### config.mk
export PLATFORM = sky130hd
export DESIGN_NAME = stream_demux
export DESIGN_NICKNAME = d
export VERILOG_FILES = /design/src/rtl/stream_pkg.sv /design/src/rtl/stream_demux.sv
export SDC_FILE = /design/constraint.sdc
export NUM_CORES = 1
export LEC_CHECK = 0
export BUFFER_PORTS_ARGS = -buffer_cell sky130_fd_sc_hd__buf_2
export CAP_MARGIN = 15
export CELL_PAD_IN_SITES_DETAIL_PLACEMENT = 0
export CELL_PAD_IN_SITES_GLOBAL_PLACEMENT = 1
export CORE_ASPECT_RATIO = 0.9
export CORE_UTILIZATION = 28
export DETAILED_ROUTE_END_ITERATION = 10
export GPL_ROUTABILITY_DRIVEN = 0
export PLACE_DENSITY = 0.74
export SLEW_MARGIN = 20
export SYNTH_ARGS = -nofsm -noshare
export SYNTH_HDL_FRONTEND = slang
export SYNTH_SLANG_ARGS = --single-unit
### constraint.sdc
create_clock -name clk -period 1.8 [get_ports clk]
set_input_delay 0.18 -clock clk [delete_from_list [all_inputs] [get_ports clk]]
set_output_delay 0.18 -clock clk [all_outputs]
set_load 0.01 [all_outputs]
### src/rtl/stream_pkg.sv
// Shared definitions for the stream demultiplexer: drop-counter width,
// the implicit hold state and a constant-elaboration clog2 helper.
package stream_pkg;

    localparam int unsigned DROP_CNT_W = 8;

    typedef enum logic {
        ST_IDLE = 1'b0,
        ST_HOLD = 1'b1
    } demux_state_e;

    function automatic int unsigned clog2(input int unsigned value);
        int unsigned result;
        result = 0;
        for (int unsigned i = 0; i < 32; i++) begin
            if ((32'd1 << i) < value) begin
                result = i + 1;
            end
        end
        return result;
    endfunction

endpackage

### src/rtl/stream_demux.sv
// One-beat stream demultiplexer: routes a beat to one channel or broadcasts it
// to all, holding it until every targeted channel has taken it.
module stream_demux
    import stream_pkg::*;
#(
    parameter  int unsigned N_OUT  = 4,
    parameter  int unsigned DATA_W = 8,
    localparam int unsigned SEL_W  = clog2(N_OUT)
) (
    input  logic                  clk,
    input  logic                  rst_n,
    input  logic                  in_valid,
    output logic                  in_ready,
    input  logic [DATA_W-1:0]     in_data,
    input  logic [SEL_W-1:0]      in_sel,
    input  logic                  in_bcast,
    output logic [N_OUT-1:0]      out_valid,
    input  logic [N_OUT-1:0]      out_ready,
    output logic [DATA_W-1:0]     out_data,
    output logic                  drop_err,
    output logic [DROP_CNT_W-1:0] drop_cnt
);

    localparam logic [SEL_W:0] N_OUT_L = N_OUT[SEL_W:0];

    logic [N_OUT-1:0]      mask_q, mask_d;
    logic [DATA_W-1:0]     data_q, data_d;
    logic                  drop_err_q, drop_err_d;
    logic [DROP_CNT_W-1:0] drop_cnt_q, drop_cnt_d;

    logic [N_OUT-1:0]      ch_done;
    logic [N_OUT-1:0]      sel_hot;
    logic                  drain_all;
    logic                  accept;
    logic                  sel_illegal;
    demux_state_e          state;

    // Per-channel handshake and one-hot decode of the destination select.
    for (genvar k = 0; k < N_OUT; k++) begin : g_ch
        assign ch_done[k] = mask_q[k] & out_ready[k];
        assign sel_hot[k] = (in_sel == SEL_W'(k));
    end

    // Always false when N_OUT is a power of two, since in_sel cannot exceed it.
    assign sel_illegal = ({1'b0, in_sel} >= N_OUT_L);

    assign state     = (mask_q == '0) ? ST_IDLE : ST_HOLD;
    assign drain_all = ((mask_q & ~out_ready) == '0);
    assign in_ready  = rst_n & ((state == ST_IDLE) | drain_all);
    assign accept    = in_valid & in_ready;

    always_comb begin
        mask_d     = mask_q & ~ch_done;
        data_d     = data_q;
        drop_err_d = 1'b0;
        drop_cnt_d = drop_cnt_q;
        if (accept) begin
            if (in_bcast) begin
                mask_d = '1;
                data_d = in_data;
            end else if (sel_illegal) begin
                mask_d     = '0;
                drop_err_d = 1'b1;
                if (drop_cnt_q != '1) begin
                    drop_cnt_d = drop_cnt_q + DROP_CNT_W'(1);
                end
            end else begin
                mask_d = sel_hot;
                data_d = in_data;
            end
        end
    end

    always_ff @(posedge clk or negedge rst_n) begin
        if (!rst_n) begin
            mask_q     <= '0;
            data_q     <= '0;
            drop_err_q <= 1'b0;
            drop_cnt_q <= '0;
        end else begin
            mask_q     <= mask_d;
            data_q     <= data_d;
            drop_err_q <= drop_err_d;
            drop_cnt_q <= drop_cnt_d;
        end
    end

    assign out_valid = mask_q;
    assign out_data  = data_q;
    assign drop_err  = drop_err_q;
    assign drop_cnt  = drop_cnt_q;

endmodule
==> flow_metrics.tcl, run 1 <==
set metrics [dict create \
    vias_per_cell 4.31 \
    ys.flop_type "dfrtp_1" \
    ant_nets 0 \
    synthTopCellsByArea "dfrtp_1, mux2_2, buf_4, o2bb2ai_1, a21oi_1" \
    drive_gt1_share_pct 54.2 \
    grt_busiest_layer "met2" \
    yosys.cell_types.count 14 \
    dieArea_sq_um 2260 \
    crit-reg2reg-launch "out_valid[0]" \
    fin_crit_sh_pct 95.6 \
    endpoint_kind "flip-flop" \
    dp_hpwl_microns 887 \
    cts.sinks 12 \
    ys_seq_area_share_pct 51.6 \
    cts_tree "yes" \
    firstDrtPassIters 4 \
    worstRegToRegCells 3 \
    gr-usage-met2_pct 20.3 \
    htreeDepth 1 \
    core_sq_um 1930 \
    arrival_ns 1.88 \
    synth_commonest_cells "dfrtp_1, buf_4, mux2_2" \
    worst-endpoint-required_ns 1.96 \
    antenna_found_initial 0 \
    synth-async-reset-ratio_pct 100 \
    route.detailed.drc 0 \
    status "finished clean" \
    wirelength_microns 1140 \
    path_clk_slew_ns 0.07 \
    min_path_type "input pin to flip-flop" \
    synth.ff_latch_count 12 \
    grt_pass1_vias 449 \
    irDropWorstVdd_mv 0.569 \
    numPortBuffers 30 \
    hold_depth 2 \
    fin_setup_tns_ns 0 \
    synth_edf_count 0 \
    critPathKind "flip-flop to flip-flop" \
    min_period_ns 1.72 \
    fin_ws_ns 0.0800 \
    power_density_nw_per_um2 1030 \
    grt_pass1_wl_microns 1810 \
    critPathMaxFanout 8 \
    setup_viol 0 \
    utilization_pct 39.9 \
    grt_max_degree 15 \
    vias 466 \
    final-hold-violation-count 0 \
    fmax_mhz 581 \
    grt_use_total_pct 11.5 \
    rsz0062_at_grt "false" \
    die_h_microns 45.2 \
    synth_top_area_share_pct 51.6 \
    num_rows 15 \
    die_x_microns 50.1 \
    post-synth-top-count-cell "dfrtp_1" \
    nNetsFinal 102 \
    grtUsageMet3_pct 6.06 \
    cts_buffer_depth 2 \
    syn_inst 49 \
    io_pins 40 \
    syn_avg_cell_area_sq_um 11.9 \
    start_kind "flip-flop" \
    start_util_pct 30.1 \
    synth_area_leader_cell "dfrtp_1" \
    reg2reg_slack_ns 0.08 \
    grtUsageMet1_pct 11.9 \
    cts_root_buf "clkbuf_4" \
    ys.warnings.count 0 \
    drt_iter0_markers 4 \
    wl_per_cell_microns 10.6 \
    maxCapViolCount 0 \
    syn2layout_area_growth_pct 32.5 \
    min-delay-start "in_data[6]" \
    fin_skew_ns 0.00445 \
    report.final.slew_viol_count 0 \
    r2r_end "out_data[0]" \
    min_to "out_data[6]" \
    numCtsBuffers 3 \
    overflow 0 \
    antenna_cells 0 \
    clk_latency_ns 0.27 \
    preCtsSetupSlack_ns 0.000645 \
    p_leak_nw 0.413 \
    synthesis.area_sq_um 582 \
]
metrics by stage:
stage	hold slack, ns	power (mW)	instance area, sq um	instances
after global routing	0.125	0.849	771	108
after detailed placement	0.146	0.591	722	103
final	0.134	0.797	771	108
after CTS	0.125	0.809	769	108
after global placement	0.138	0.586	722	103
after floorplan	-0.116	0.504	612	57
cell usage in the layout (no fill, tap or decap):
cell,synthesis,layout
mux2_2,8,8
buf_4,9,1
and4_4,0,1
nand4_1,1,1
dlygate4sd3_1,0,1
a21oi_1,4,4
o2bb2ai_1,3,3
inv_1,5,5
clkbuf_8,0,1
dfrtp_1,12,12
conb_1,1,9
and3_2,1,1
clkbuf_4,0,3
a222oi_1,1,1
nand2b_1,1,1
buf_2,0,30
o21ai_0,1,1
area by class of cell:
class                           instances  area, sq um
Sequential cell                        12          300
Fill cell                             187         1160
Tap cell                               25         31.3
Inverter                                5         18.8
Clock buffer                            4         36.3
Multi-Input combinational cell         30          216
Timing Repair Buffer                   32          168
how the worst max path moves through the flow:
stage,cells past startpoint,startpoint,end
floorplan,4,out_valid[0],out_data[0]
global placement,3,out_valid[0],out_data[6]
detailed placement,3,out_valid[0],out_data[0]
CTS,3,out_valid[0],out_data[0]
global route,3,out_valid[0],out_data[4]
finish,3,out_valid[0],out_data[0]
state kept, by name, indices dropped and copies added, names as in the netlist:
name / flops
out_data: 8
out_valid: 4
critical path: stages, from the launching register on:
cell and delay [ns]:
dfrtp_1 0.40, a222oi_1 0.48, and4_4 0.38, mux2_2 0.35
power breakdown:
group / internal [mW] / total (mW) / switching, mW
combinational: 0.116 / 0.225 / 0.109
clock: 0.123 / 0.210 / 0.0867
sequential: 0.331 / 0.362 / 0.0309
total: 0.570 / 0.797 / 0.226
metal layers:
layer	routed length (microns)	vias to the layer above	share of wire, %
li1	-	218	-
met1	443	219	39
met2	575	29	50
met3	121	0	11
met4	0	0	0
met5	0	-	0
cell families (layout without fill, tap and decap cells):
group	Yosys count	in the layout	share of synthesized area, %
flops	12	12	51.6
other cells	1	9	0.645
buf+inv	15	41	16.8
mux	8	8	15.5
compound gates	9	9	10.5
simple gates	4	4	4.95
repair_timing:
action / in CTS / in global routing
setup endpoints to repair: 8 / 8
buffers inserted: 0 / 0
hold endpoints to repair: 12 / 0
hold buffers: 1 / 0
resized for setup: 1 / 1
Power figures use the tool's default switching activity.
==> inputs of run 2 (changes only) <==
- CORE_ASPECT_RATIO: 0.9 -> default
- CORE_UTILIZATION: 28 -> 30
- PLACE_DENSITY: 0.74 -> 0.78
- clock period: 1.8 -> 1.98 ns (I/O delays scaled with it)
==> run 2 against run 1 <==
Setup slack better by 0.086 ns. Combinational power is 12% lower. Non-clock buffer count is 1 lower. Clock-buffer cell count is the same. Via count down 4.5%. Critical endpoint is now out_data[5]. Maximum frequency fell by 5.2%. Sequential share of layout area is 0.51 points higher. Clock skew is 0.0033 ns lower.
==> flow_metrics.tcl, run 2 (synthesis results as in run 1) <==
set metrics [dict create \
    numPortBuffers 30 \
    largest_register_ffs 8 \
    dr_wl_met2_microns 550 \
    min_period_ns 1.81 \
    wl_met3_microns 94 \
    p_clk_share_pct 25.9 \
    overflow 0 \
    start_kind "flip-flop" \
    maxCapViolCount 0 \
    fin_skew_ns 0.00115 \
    power_density_nw_per_um2 935 \
    top_layer "met3" \
    status "finished clean" \
    cts_buffer_depth 2 \
    seq_power_share_pct 46.1 \
    drive_gt1_share_pct 52.4 \
    critPathMaxFanout 8 \
    dp_hpwl_microns 844 \
    fin_setup_tns_ns 0 \
    route.detailed.drc 0 \
    worst-endpoint-required_ns 2.13 \
    fin_crit_sh_pct 91.6 \
    endpoint_kind "flip-flop" \
    drt_iter0_markers 6 \
    holdWs_ns 0.162 \
    worstRegToRegCells 3 \
    p_comb_share_pct 28.0 \
    rsz0062_at_grt "false" \
    grt_max_degree 16 \
    wl_per_cell_microns 9.84 \
    cts_tree "yes" \
    netSwitchingFraction_pct 27.6 \
    clk_latency_ns 0.26 \
    crit-reg2reg-launch "out_valid[0]" \
    antenna_found_initial 0 \
    io_pins 40 \
    min_path_type "input pin to flip-flop" \
    p_int_mw 0.515 \
    p_sw_mw 0.196 \
    arrival_ns 1.97 \
    irDropWorstVdd_mv 0.454 \
    post_cts_buffers 0 \
    final_common_cell "buf_2" \
    layout_common_cells "buf_2, dfrtp_1, conb_1, mux2_2, inv_1" \
    report.final.slew_viol_count 0 \
    reg2reg_slack_ns 0.17 \
    die_h_microns 46.0 \
    nFillCells 203 \
    min-delay-start "in_data[0]" \
    setup_viol 0 \
    grt_pass1_wl_microns 1580 \
    p_leak_nw 0.407 \
    critPathKind "flip-flop to flip-flop" \
    vias_per_cell 4.16 \
    wirelength_microns 1050 \
    final-hold-violation-count 0 \
    fmax_mhz 551 \
    core_sq_um 1760 \
    wl_met1_microns 408 \
    start_util_pct 33.0 \
    antenna_cells 0 \
    hold_depth 2 \
    ant_nets 0 \
    cts.sinks 12 \
    vias 445 \
    fin_ws_ns 0.166 \
    grt_pass1_vias 394 \
    r2r_end "out_data[5]" \
    grt_use_total_pct 11.0 \
    numCtsBuffers 3 \
    cts_root_buf "clkbuf_4" \
    cts_resized 0 \
    nNetsFinal 101 \
    htreeDepth 1 \
    min_to "out_data[0]" \
    path_clk_slew_ns 0.07 \
    hold_buffers 1 \
    syn2layout_area_growth_pct 30.8 \
    die_x_microns 46.0 \
    num_rows 15 \
    firstDrtPassIters 4 \
    preCtsSetupSlack_ns 0.186 \
    dieArea_sq_um 2120 \
]
[run 2: cell count changes in the layout (fill, tap and decap cells not counted), sizes merged]
cell	before	now
buf	31	30
[run 2: cell type report]
class	instances	area, sq um	area share, %
clock buffer	4	36.3	4.77
inverter	5	18.8	2.47
multi-input combinational	30	214	28.1
sequential	12	300	39.5
tap	25	31.3	4.11
timing repair buffer	31	160	21.1
[run 2: worst max-delay path by stage]
| stage | start | endpoint | slack [ns] |
|---|---|---|---|
| after floorplan | out_valid[0] | out_data[0] | 0.36 |
| after global placement | out_valid[0] | out_data[5] | 0.24 |
| after detailed placement | out_valid[0] | out_data[3] | 0.19 |
| after CTS | out_valid[0] | out_data[5] | 0.18 |
| after global routing | out_valid[0] | out_data[7] | 0.009 |
| final | out_valid[0] | out_data[5] | 0.17 |
[run 2: power by group through the flow]
stage | logic [mW] | registers (mW) | clock network, mW
5_1_grt | 0.220 | 0.337 | 0.212
2_1_floorplan | 0.0960 | 0.362 | 0
3_3_place_gp | 0.198 | 0.332 | 0
4_1_cts | 0.202 | 0.329 | 0.195
3_5_place_dp | 0.200 | 0.334 | 0
6_report | 0.199 | 0.328 | 0.184
[run 2: metrics by stage]
stage               power, mW  instances  utilization [%]  instance area [sq um]
CTS                     0.725        107             43.1                    761
global route            0.768        107             43.1                    761
global placement        0.530        102             40.5                    714
finish                  0.712        107             43.1                    761
floorplan               0.458         57                -                    612
detailed placement      0.534        102             40.5                    714
[run 2: worst max-delay path, stage by stage (launching register included)]
cell,delay [ns]
dfrtp_1,0.39
a222oi_1,0.45
and4_1,0.48
mux2_2,0.38
[run 2: per-layer routing]
layer  up-vias  track usage, %
met5         -               0
met4         0            1.76
met1       202            11.2
met2        23            20.0
li1        220               -
met3         0            5.95
